$ cat config.mk
export PLATFORM = sky130hd
export DESIGN_NAME = if_stage
export DESIGN_NICKNAME = d
export VERILOG_FILES = /design/src/rtl/if_stage.sv
export SDC_FILE = /design/constraint.sdc
export NUM_CORES = 1
export LEC_CHECK = 0
export BUFFER_PORTS_ARGS = -buffer_cell sky130_fd_sc_hd__buf_2
export CAP_MARGIN = 20
export CORE_UTILIZATION = 25
export DETAILED_ROUTE_END_ITERATION = 10
export PLACE_DENSITY = 0.44
export SLEW_MARGIN = 25
export SYNTH_ARGS = -nofsm -noshare
export SYNTH_HDL_FRONTEND = slang
export SYNTH_SLANG_ARGS = --single-unit
export TNS_END_PERCENT = 5
$ cat constraint.sdc
create_clock -name clock -period 7.2 [get_ports clock]
set_clock_uncertainty 0.15 [all_clocks]
set_input_delay 0 -clock clock [delete_from_list [all_inputs] [get_ports clock]]
set_output_delay 0 -clock clock [all_outputs]
set_load 0.01 [all_outputs]
$ cat src/rtl/if_stage.sv
// Instruction-fetch stage: PC register, IF/ID pipeline register and a
// request/ready instruction-memory port that tolerates wait states.
module if_stage #(
  parameter logic [31:0] RESET_PC = 32'h0000_0000
) (
  input  logic        clock,
  input  logic        reset,
  input  logic        stall,
  input  logic        pcsrc,
  input  logic [31:0] branch_target,
  input  logic        jump,
  input  logic [25:0] jump_index,
  output logic        imem_req,
  output logic [31:0] imem_addr,
  input  logic        imem_ready,
  input  logic [31:0] imem_rdata,
  output logic [31:0] pc,
  output logic [31:0] ifid_instr,
  output logic [31:0] ifid_pcplus4,
  output logic        ifid_valid
);

  typedef enum logic {
    FETCH = 1'b0,
    HOLD  = 1'b1
  } state_t;

  state_t      state, next_state;
  logic        redirect_pending, next_redirect_pending;
  logic [31:0] pend_pc, next_pend_pc;
  logic [31:0] buffer, next_buffer;
  logic [31:0] buf_pc4, next_buf_pc4;
  logic [31:0] next_pc;
  logic [31:0] next_ifid_instr;
  logic [31:0] next_ifid_pcplus4;
  logic        next_ifid_valid;

  logic        redirect;
  logic [31:0] target;
  logic [31:0] pc_plus4;

  // pcsrc outranks jump; the jump region comes from the jump's own PC+4 in ID
  assign redirect  = pcsrc | jump;
  assign target    = pcsrc ? branch_target : {ifid_pcplus4[31:28], jump_index, 2'b00};
  assign pc_plus4  = pc + 32'd4;
  assign imem_req  = (state == FETCH) & ~reset;
  assign imem_addr = pc;

  always_ff @(posedge clock) begin
    if (reset) begin
      state            <= FETCH;
      pc               <= RESET_PC;
      ifid_instr       <= 32'h0;
      ifid_pcplus4     <= 32'h0;
      ifid_valid       <= 1'b0;
      redirect_pending <= 1'b0;
      pend_pc          <= 32'h0;
      buffer           <= 32'h0;
      buf_pc4          <= 32'h0;
    end else begin
      state            <= next_state;
      pc               <= next_pc;
      ifid_instr       <= next_ifid_instr;
      ifid_pcplus4     <= next_ifid_pcplus4;
      ifid_valid       <= next_ifid_valid;
      redirect_pending <= next_redirect_pending;
      pend_pc          <= next_pend_pc;
      buffer           <= next_buffer;
      buf_pc4          <= next_buf_pc4;
    end
  end

  always_comb begin
    next_state            = state;
    next_pc               = pc;
    next_ifid_instr       = ifid_instr;
    next_ifid_pcplus4     = ifid_pcplus4;
    next_ifid_valid       = ifid_valid;
    next_redirect_pending = redirect_pending;
    next_pend_pc          = pend_pc;
    next_buffer           = buffer;
    next_buf_pc4          = buf_pc4;

    unique case (state)
      FETCH: begin
        if (imem_ready) begin
          if (redirect || redirect_pending) begin
            // The response belongs to the wrong path, so it is dropped.
            next_pc               = redirect ? target : pend_pc;
            next_redirect_pending = 1'b0;
            next_ifid_valid       = 1'b0;
            next_ifid_instr       = 32'h0;
          end else if (stall) begin
            next_buffer  = imem_rdata;
            next_buf_pc4 = pc_plus4;
            next_pc      = pc_plus4;
            next_state   = HOLD;
          end else begin
            next_ifid_instr   = imem_rdata;
            next_ifid_pcplus4 = pc_plus4;
            next_ifid_valid   = 1'b1;
            next_pc           = pc_plus4;
          end
        end else begin
          // The address must stay put until the outstanding response lands.
          if (redirect) begin
            next_redirect_pending = 1'b1;
            next_pend_pc          = target;
            next_ifid_valid       = 1'b0;
            next_ifid_instr       = 32'h0;
          end else if (!stall) begin
            next_ifid_valid = 1'b0;
            next_ifid_instr = 32'h0;
          end
        end
      end

      HOLD: begin
        if (redirect) begin
          next_pc         = target;
          next_ifid_valid = 1'b0;
          next_ifid_instr = 32'h0;
          next_state      = FETCH;
        end else if (!stall) begin
          next_ifid_instr   = buffer;
          next_ifid_pcplus4 = buf_pc4;
          next_ifid_valid   = 1'b1;
          next_state        = FETCH;
        end
      end

      default: next_state = FETCH;
    endcase
  end

endmodule

==> results.py, run 1 <==
metrics = {
    "outcome": {
        "status": "finished with violations",
        "violations": "design-rule violations",
    },
    "global_routing": {
        "overflow": 0,
        "antenna_found_initial": 0,
        "grt_pass1_wl_um": 54500,
        "grt_pass1_vias": 9046,
        "grtUsageTotal_pct": 17.9,
        "grt_max_degree": 79,
    },
    "die": {
        "core-area_mm2": 0.0386,
        "dieArea_mm2": 0.0399,
        "start_util_pct": 25.3,
        "die_y_um": 200,
        "die_w_um": 200,
        "rows": 72,
        "pin_count": 226,
    },
    "critical_path": {
        "worst-r2r-cell-count": 7,
        "critPathRequiredTime_ns": 7.44,
        "start_kind": "register",
        "r2r_start": "imem_addr[2]$_SDFFE_PP0P_",
        "criticalPathCategory": "reg2reg",
        "critPathTopFamily": "simple AND/OR/NAND/NOR gates",
        "cp_slowest_stage_delay_ns": 0.84,
        "reg2reg_to": "imem_addr[24]$_SDFFE_PP0P_",
        "worst-path-buf-inv": 1,
        "reg2reg_slack_ns": 3.79,
        "crit_path_end_kind": "register",
        "cp_cell_sequence": "ha_1 -> nand3_2 -> or4_1 -> nor3_1 -> xnor2_1 -> o311ai_1 -> dlygate4sd3_1",
        "cp.arrival_ns": 3.65,
        "slowest_stage": "or4_1",
        "critPathMaxFanout": 15,
    },
    "sta": {
        "finalSetupViolCount": 0,
        "tightest_slew_ns": 0.934,
        "fmax_mhz": 293,
        "period_needed_ns": 3.41,
        "final_max_slew_viol_count": 0,
        "relSlewSlack_pct": 37.8,
        "rsz0062_at_grt": "false",
        "finalCritPeriodShare_pct": 47.4,
        "finalSetupTns_ns": 0,
        "hold_viol_final": 0,
    },
    "layout": {
        "final_cells": 2029,
        "layout_common_cells": "buf_2, nand2_1, dfxtp_1",
        "final_area_mm2": 0.0128,
        "num-fill-cells": 4164,
        "final_common_cell": "buf_2",
        "synthToLayoutAreaGrowth_pct": 31.0,
        "antennaDiodeCount": 0,
        "drive_gt1_share_pct": 19.9,
        "nets": 1596,
    },
    "routing": {
        "drtAntennaViolNets": 0,
        "drc": 1,
        "vias": 9978,
        "drt-total-wl_um": 36300,
        "drtIter0Drc": 632,
        "wl_per_cell_um": 17.9,
        "drt_first_pass_iters": 8,
        "via_per_inst": 4.92,
    },
    "place": {
        "dp_hpwl_um": 24500,
        "dp.cells": 1890,
        "port_buffers": 225,
        "gp_congestion": 0.807,
        "placed_cell_area_mm2": 0.0111,
    },
    "synthesis": {
        "avgSynthCellArea_um2": 7.70,
        "synth_nets": 1367,
        "synth_edf_count": 0,
        "synth_top_area_cell": "dfxtp_1",
        "ys_seq_elements": 195,
        "synth_warnings": 0,
        "yosysUniqueCellTypes": 67,
        "netlist_area_mm2": 0.00978,
        "async_reset_ff_share_pct": 0,
        "ys.flop_type": "dfxtp_1",
        "netlist_instances": 1270,
        "synthTopCellsByArea": "dfxtp_1, nand2_1, a21oi_1, a211oi_1, nor2_1",
        "ys_seq_area_share_pct": 39.9,
        "synth.top_cell.area_share_pct": 39.9,
    },
    "cts": {
        "cts_resized": 0,
        "cts.hold.buffers_added": 108,
        "cts_made_buffers": 17,
        "postCtsSetupRepairBufs": 0,
        "cts_tree": "yes",
        "clk_latency_ns": 0.44,
        "clockBufferDepth": 2,
        "cts_root_buffer": "clkbuf_16",
        "clk_pin_slew_worst_paths_ns": 0.08,
        "htreeDepth": 4,
        "cts.sinks": 195,
    },
    "worst_hold_path": {
        "hold_path_end": "pend_pc[30]$_SDFFE_PP0P_",
        "hold_depth": 4,
        "hold_class": "in2reg",
        "min_from": "pcsrc",
    },
    "power_and_ir_drop": {
        "power.leakage_nw": 5.05,
        "p_per_area_mw_per_mm2": 208,
        "finalPower_mw": 2.67,
        "peakVddDrop_mv": 0.167,
    },
    "run": {
        "drv_cap": 0,
    },
}
==> area by class of cell <==
class | instances | area [um^2] | share of cell area [%]
inverter | 28 | 105 | 0.820
clock inverter | 13 | 234 | 1.83
multi-input combinational | 904 | 5130 | 40.0
timing repair buffer | 353 | 2360 | 18.4
sequential | 195 | 3910 | 30.5
clock buffer | 18 | 429 | 3.35
tap | 518 | 648 | 5.06
==> cell usage after synthesis (all sizes together), types with 3 or more instances <==
master / n
o2111ai: 5
nand2b: 13
o211ai: 10
nor2b: 4
o21a: 6
or4: 3
nor3b: 4
o31ai: 3
a211oi: 63
a21oi: 106
o21bai: 3
nor2: 114
o211a: 3
nand4: 8
nand2: 202
or2: 3
and3: 6
a311oi: 16
o221ai: 3
dfxtp: 195
a21boi: 7
nor4: 13
o22ai: 4
buf: 45
o31a: 3
mux2: 4
o2bb2ai: 5
inv: 28
and4: 4
nor3: 43
clkbuf: 98
a31oi: 15
xor2: 3
o21ai: 86
xnor2: 11
or3: 10
o311ai: 4
nand3: 27
mux2i: 34
a22oi: 34
==> registers in the layout (all words and copies together), names as in the netlist <==
signal	count
redirect_pending	1
buffer	32
state	1
pend_pc	32
imem_addr	32
ifid_valid	1
ifid_instr	32
buf_pc4	32
ifid_pcplus4	32
==> worst register-to-register path, stage by stage, from the launching register on <==
cell and delay, ns:
dfxtp_1 0.51, ha_1 0.26, nand3_2 0.17, or4_1 0.84, nor3_1 0.33, xnor2_1 0.21, o311ai_1 0.31, dlygate4sd3_1 0.58
==> kinds of logic after synthesis <==
| family | after synthesis | share of synthesized area [%] |
|---|---|---|
| adder cells (fa/ha/maj) | 1 | 0.128 |
| AO/OA/AOI/OAI | 391 | 25.7 |
| buffers and inverters | 171 | 7.95 |
| XOR/XNOR | 14 | 1.25 |
| multiplexers | 38 | 3.94 |
| AND/OR/NAND/NOR | 460 | 21.1 |
| flip-flops | 195 | 39.9 |
==> stage by stage <==
step / utilization, % / setup slack [ns] / hold slack (ns)
2_1_floorplan: - / 4.53 / -0.0347
3_3_place_gp: 28.6 / 3.87 / 0.106
3_5_place_dp: 28.6 / 3.83 / 0.113
4_1_cts: 33.2 / 3.78 / 0.00149
5_1_grt: 33.2 / 3.55 / 0.0455
6_report: 33.2 / 3.79 / 0.0253
==> routing by layer <==
layer  GRT usage (%)  part of all wire, %  routed length [um]  vias up
met5               0                    0                   0        -
li1                -                    -                   -     4969
met3            3.34                  5.0                1820       19
met2            26.2                   43               15700      253
met4            3.45                 0.78                 284        0
met1            27.0                   51               18500     4737
==> power breakdown <==
group | total [mW] | internal, mW | switching, mW
clock network | 1.10 | 0.651 | 0.447
registers | 1.17 | 1.12 | 0.0508
logic | 0.396 | 0.168 | 0.228
total | 2.67 | 1.94 | 0.726
==> worst max path at each step <==
stage / startpoint / to / slack, ns / cells past startpoint
2_1_floorplan: imem_addr[2]$_SDFFE_PP0P_ / imem_addr[18]$_SDFFE_PP0P_ / 4.53 / 7
6_report: imem_addr[2]$_SDFFE_PP0P_ / imem_addr[24]$_SDFFE_PP0P_ / 3.79 / 7
5_1_grt: state$_SDFF_PP0_ / imem_addr[12]$_SDFFE_PP0P_ / 3.55 / 9
4_1_cts: state$_SDFF_PP0_ / imem_addr[12]$_SDFFE_PP0P_ / 3.78 / 9
3_3_place_gp: state$_SDFF_PP0_ / buf_pc4[23]$_SDFFE_PP0P_ / 3.87 / 6
3_5_place_dp: state$_SDFF_PP0_ / buf_pc4[23]$_SDFFE_PP0P_ / 3.83 / 6
Power figures use the tool's default switching activity.
==> run 2: changes to the inputs <==
--- a/config.mk
+++ b/config.mk
@@ -9,7 +9,7 @@
 export CAP_MARGIN = 20
 export CORE_UTILIZATION = 25
 export DETAILED_ROUTE_END_ITERATION = 10
-export PLACE_DENSITY = 0.44
+export PLACE_DENSITY = 0.46
 export SLEW_MARGIN = 25
 export SYNTH_ARGS = -nofsm -noshare
 export SYNTH_HDL_FRONTEND = slang
==> constraint.sdc (replaced) <==
create_clock -name clock -period 3.1 [get_ports clock]
set_clock_uncertainty 0.15 [all_clocks]
set_input_delay 0 -clock clock [delete_from_list [all_inputs] [get_ports clock]]
set_output_delay 0 -clock clock [all_outputs]
set_load 0.01 [all_outputs]
==> run 2 against run 1 <==
Against the previous run: the run now ends clean; sequential share of layout area about the same; clock power increased by 88%; cell area about the same; setup slack got worse by 3.6 ns; wire length increased by 1.2%; sequential cell count unchanged; via count increased by 1.3%; first-iteration DRC count increased by 21%; largest power group unchanged.
==> results.py, run 2 (synthesis gave the netlist of run 1 again) <==
metrics = {
    "cts": {
        "clk_latency_ns": 0.44,
        "cts_root_buffer": "clkbuf_16",
        "htreeDepth": 4,
        "cts.sinks": 195,
        "clockBufferDepth": 2,
        "clk_pin_slew_worst_paths_ns": 0.08,
        "cts_made_buffers": 17,
        "cts_tree": "yes",
    },
    "critical_path": {
        "cp.arrival_ns": 3.15,
        "start_kind": "register",
        "reg2reg_to": "imem_addr[18]$_SDFFE_PP0P_",
        "criticalPathCategory": "reg2reg",
        "reg2reg_slack_ns": 0.17,
        "cp_slowest_stage_delay_ns": 0.83,
        "slowest_stage": "or4_1",
        "critPathRequiredTime_ns": 3.32,
        "cp_cell_sequence": "ha_1 -> nand3_2 -> or4_1 -> or3_4 -> a311o_1 -> a211oi_2",
        "crit_path_end_kind": "register",
        "worst-r2r-cell-count": 6,
        "critPathMaxFanout": 11,
        "r2r_start": "imem_addr[3]$_SDFFE_PP0P_",
    },
    "layout": {
        "num-fill-cells": 4141,
        "antennaDiodeCount": 0,
        "multi_input_area_mm2": 0.00513,
        "regArea_mm2": 0.00391,
        "nets": 1612,
        "drive_gt1_share_pct": 20.6,
        "layout_common_cells": "buf_2, nand2_1, dfxtp_1",
        "synthToLayoutAreaGrowth_pct": 31.0,
        "final_common_cell": "buf_2",
    },
    "routing": {
        "vias": 10107,
        "wl_per_cell_um": 18.0,
        "drtAntennaViolNets": 0,
        "drtIter0Drc": 763,
        "drc": 0,
        "drt-total-wl_um": 36700,
        "drt_first_pass_iters": 5,
        "via_per_inst": 4.94,
    },
    "power_and_ir_drop": {
        "peakVddDrop_mv": 0.287,
        "p_per_area_mw_per_mm2": 448,
        "power.leakage_nw": 5.07,
    },
    "sta": {
        "tightest_slew_ns": 0.902,
        "final_max_slew_viol_count": 0,
        "hold_viol_final": 0,
        "timing.final.ws_setup_ns": 0.170,
        "relSlewSlack_pct": 39.8,
        "rsz0062_at_grt": "false",
        "finalSetupViolCount": 0,
        "fmax_mhz": 341,
        "finalCritPeriodShare_pct": 94.5,
        "period_needed_ns": 2.93,
        "finalSetupTns_ns": 0,
    },
    "place": {
        "port_buffers": 225,
        "pre_cts_ws_ns": 0.202,
        "gp_congestion": 0.875,
        "dp_hpwl_um": 24800,
    },
    "die": {
        "rows": 72,
        "dieArea_mm2": 0.0399,
        "core-area_mm2": 0.0386,
        "pin_count": 226,
        "die_y_um": 200,
        "start_util_pct": 25.3,
        "die_w_um": 200,
    },
    "worst_hold_path": {
        "hold_depth": 5,
        "min_from": "jump_index[6]",
        "hold_path_end": "imem_addr[8]$_SDFFE_PP0P_",
        "hold_class": "in2reg",
    },
    "run": {
        "drv_cap": 0,
    },
    "global_routing": {
        "grt_pass1_wl_um": 54600,
        "grtUsageTotal_pct": 18.0,
        "grt_max_degree": 77,
        "antenna_found_initial": 0,
        "grt_pass1_vias": 9079,
        "overflow": 0,
    },
    "outcome": {
        "status": "finished, final reports clean",
    },
}
==> run 2: cell count changes in the layout (fill, tap and decap cells not counted), sizes merged <==
| cell | before | now |
|---|---|---|
| inv | 28 | 29 |
| clkinv | 4 | 8 |
| clkbuf | 18 | 20 |
| bufinv | 6 | 0 |
| buf | 245 | 261 |
==> run 2: metal layers <==
metal,share of wire (%),vias to the layer above,global-route usage (%)
li1,-,4985,-
met1,49,4803,26.6
met2,44,298,27.0
met3,5.2,21,3.11
met4,1.1,0,4.01
met5,0,-,0
==> run 2: area by class of cell <==
type                    count  share of cell area (%)
multi-input cells         904                    40.0
flip-flops and latches    195                    30.5
repair buffers            369                    19.5
well taps                 518                    5.06
clock buffers              20                    3.41
inverters                  28                   0.821
clock inverters            12                   0.674
==> run 2: repair_timing <==
item	CTS	global route
endpoints found under the hold margin	126	0
hold buffers	108	0
buffers inserted	0	0
resized for setup	0	0
==> run 2: power breakdown <==
part           internal (mW)  switching (mW)  leakage [nW]
registers               2.61           0.104          1.59
logic                  0.405           0.550          3.23
clock network           1.03            1.04         0.250
==> run 2: worst max-delay path: cells and delay by family, from the launching register on <==
kind                     cells  cell delay (ns)
adder cells (fa/ha/maj)      1             0.23
AND/OR/NAND/NOR              3             1.50
flip-flops                   1             0.41
AO/OA/AOI/OAI                2             0.56
==> run 2: how the worst max path moves through the flow <==
stage                                          from  cells after the start  slack (ns)                         end
after floorplan           imem_addr[2]$_SDFFE_PP0P_                      7        0.43  imem_addr[18]$_SDFFE_PP0P_
after global placement    imem_addr[3]$_SDFFE_PP0P_                      6        0.23  imem_addr[18]$_SDFFE_PP0P_
after detailed placement  imem_addr[3]$_SDFFE_PP0P_                      6        0.20  imem_addr[18]$_SDFFE_PP0P_
after CTS                 imem_addr[3]$_SDFFE_PP0P_                      6        0.19  imem_addr[18]$_SDFFE_PP0P_
after global routing      imem_addr[3]$_SDFFE_PP0P_                      6        0.07  imem_addr[18]$_SDFFE_PP0P_
final                     imem_addr[3]$_SDFFE_PP0P_                      6        0.17  imem_addr[18]$_SDFFE_PP0P_
==> run 2: per-stage QoR <==
| step | instance area (um^2) | total power, mW | utilization [%] | std cells | hold slack (ns) |
|---|---|---|---|---|---|
| 2_1_floorplan | 9780 | 3.26 | - | 1270 | -0.0347 |
| 3_3_place_gp | 11200 | 3.59 | 29.0 | 1906 | 0.103 |
| 3_5_place_dp | 11200 | 3.60 | 29.0 | 1906 | 0.110 |
| 4_1_cts | 12800 | 5.80 | 33.1 | 2046 | 0.0146 |
| 5_1_grt | 12800 | 6.01 | 33.1 | 2046 | 0.0744 |
| 6_report | 12800 | 5.74 | 33.1 | 2046 | 0.0542 |
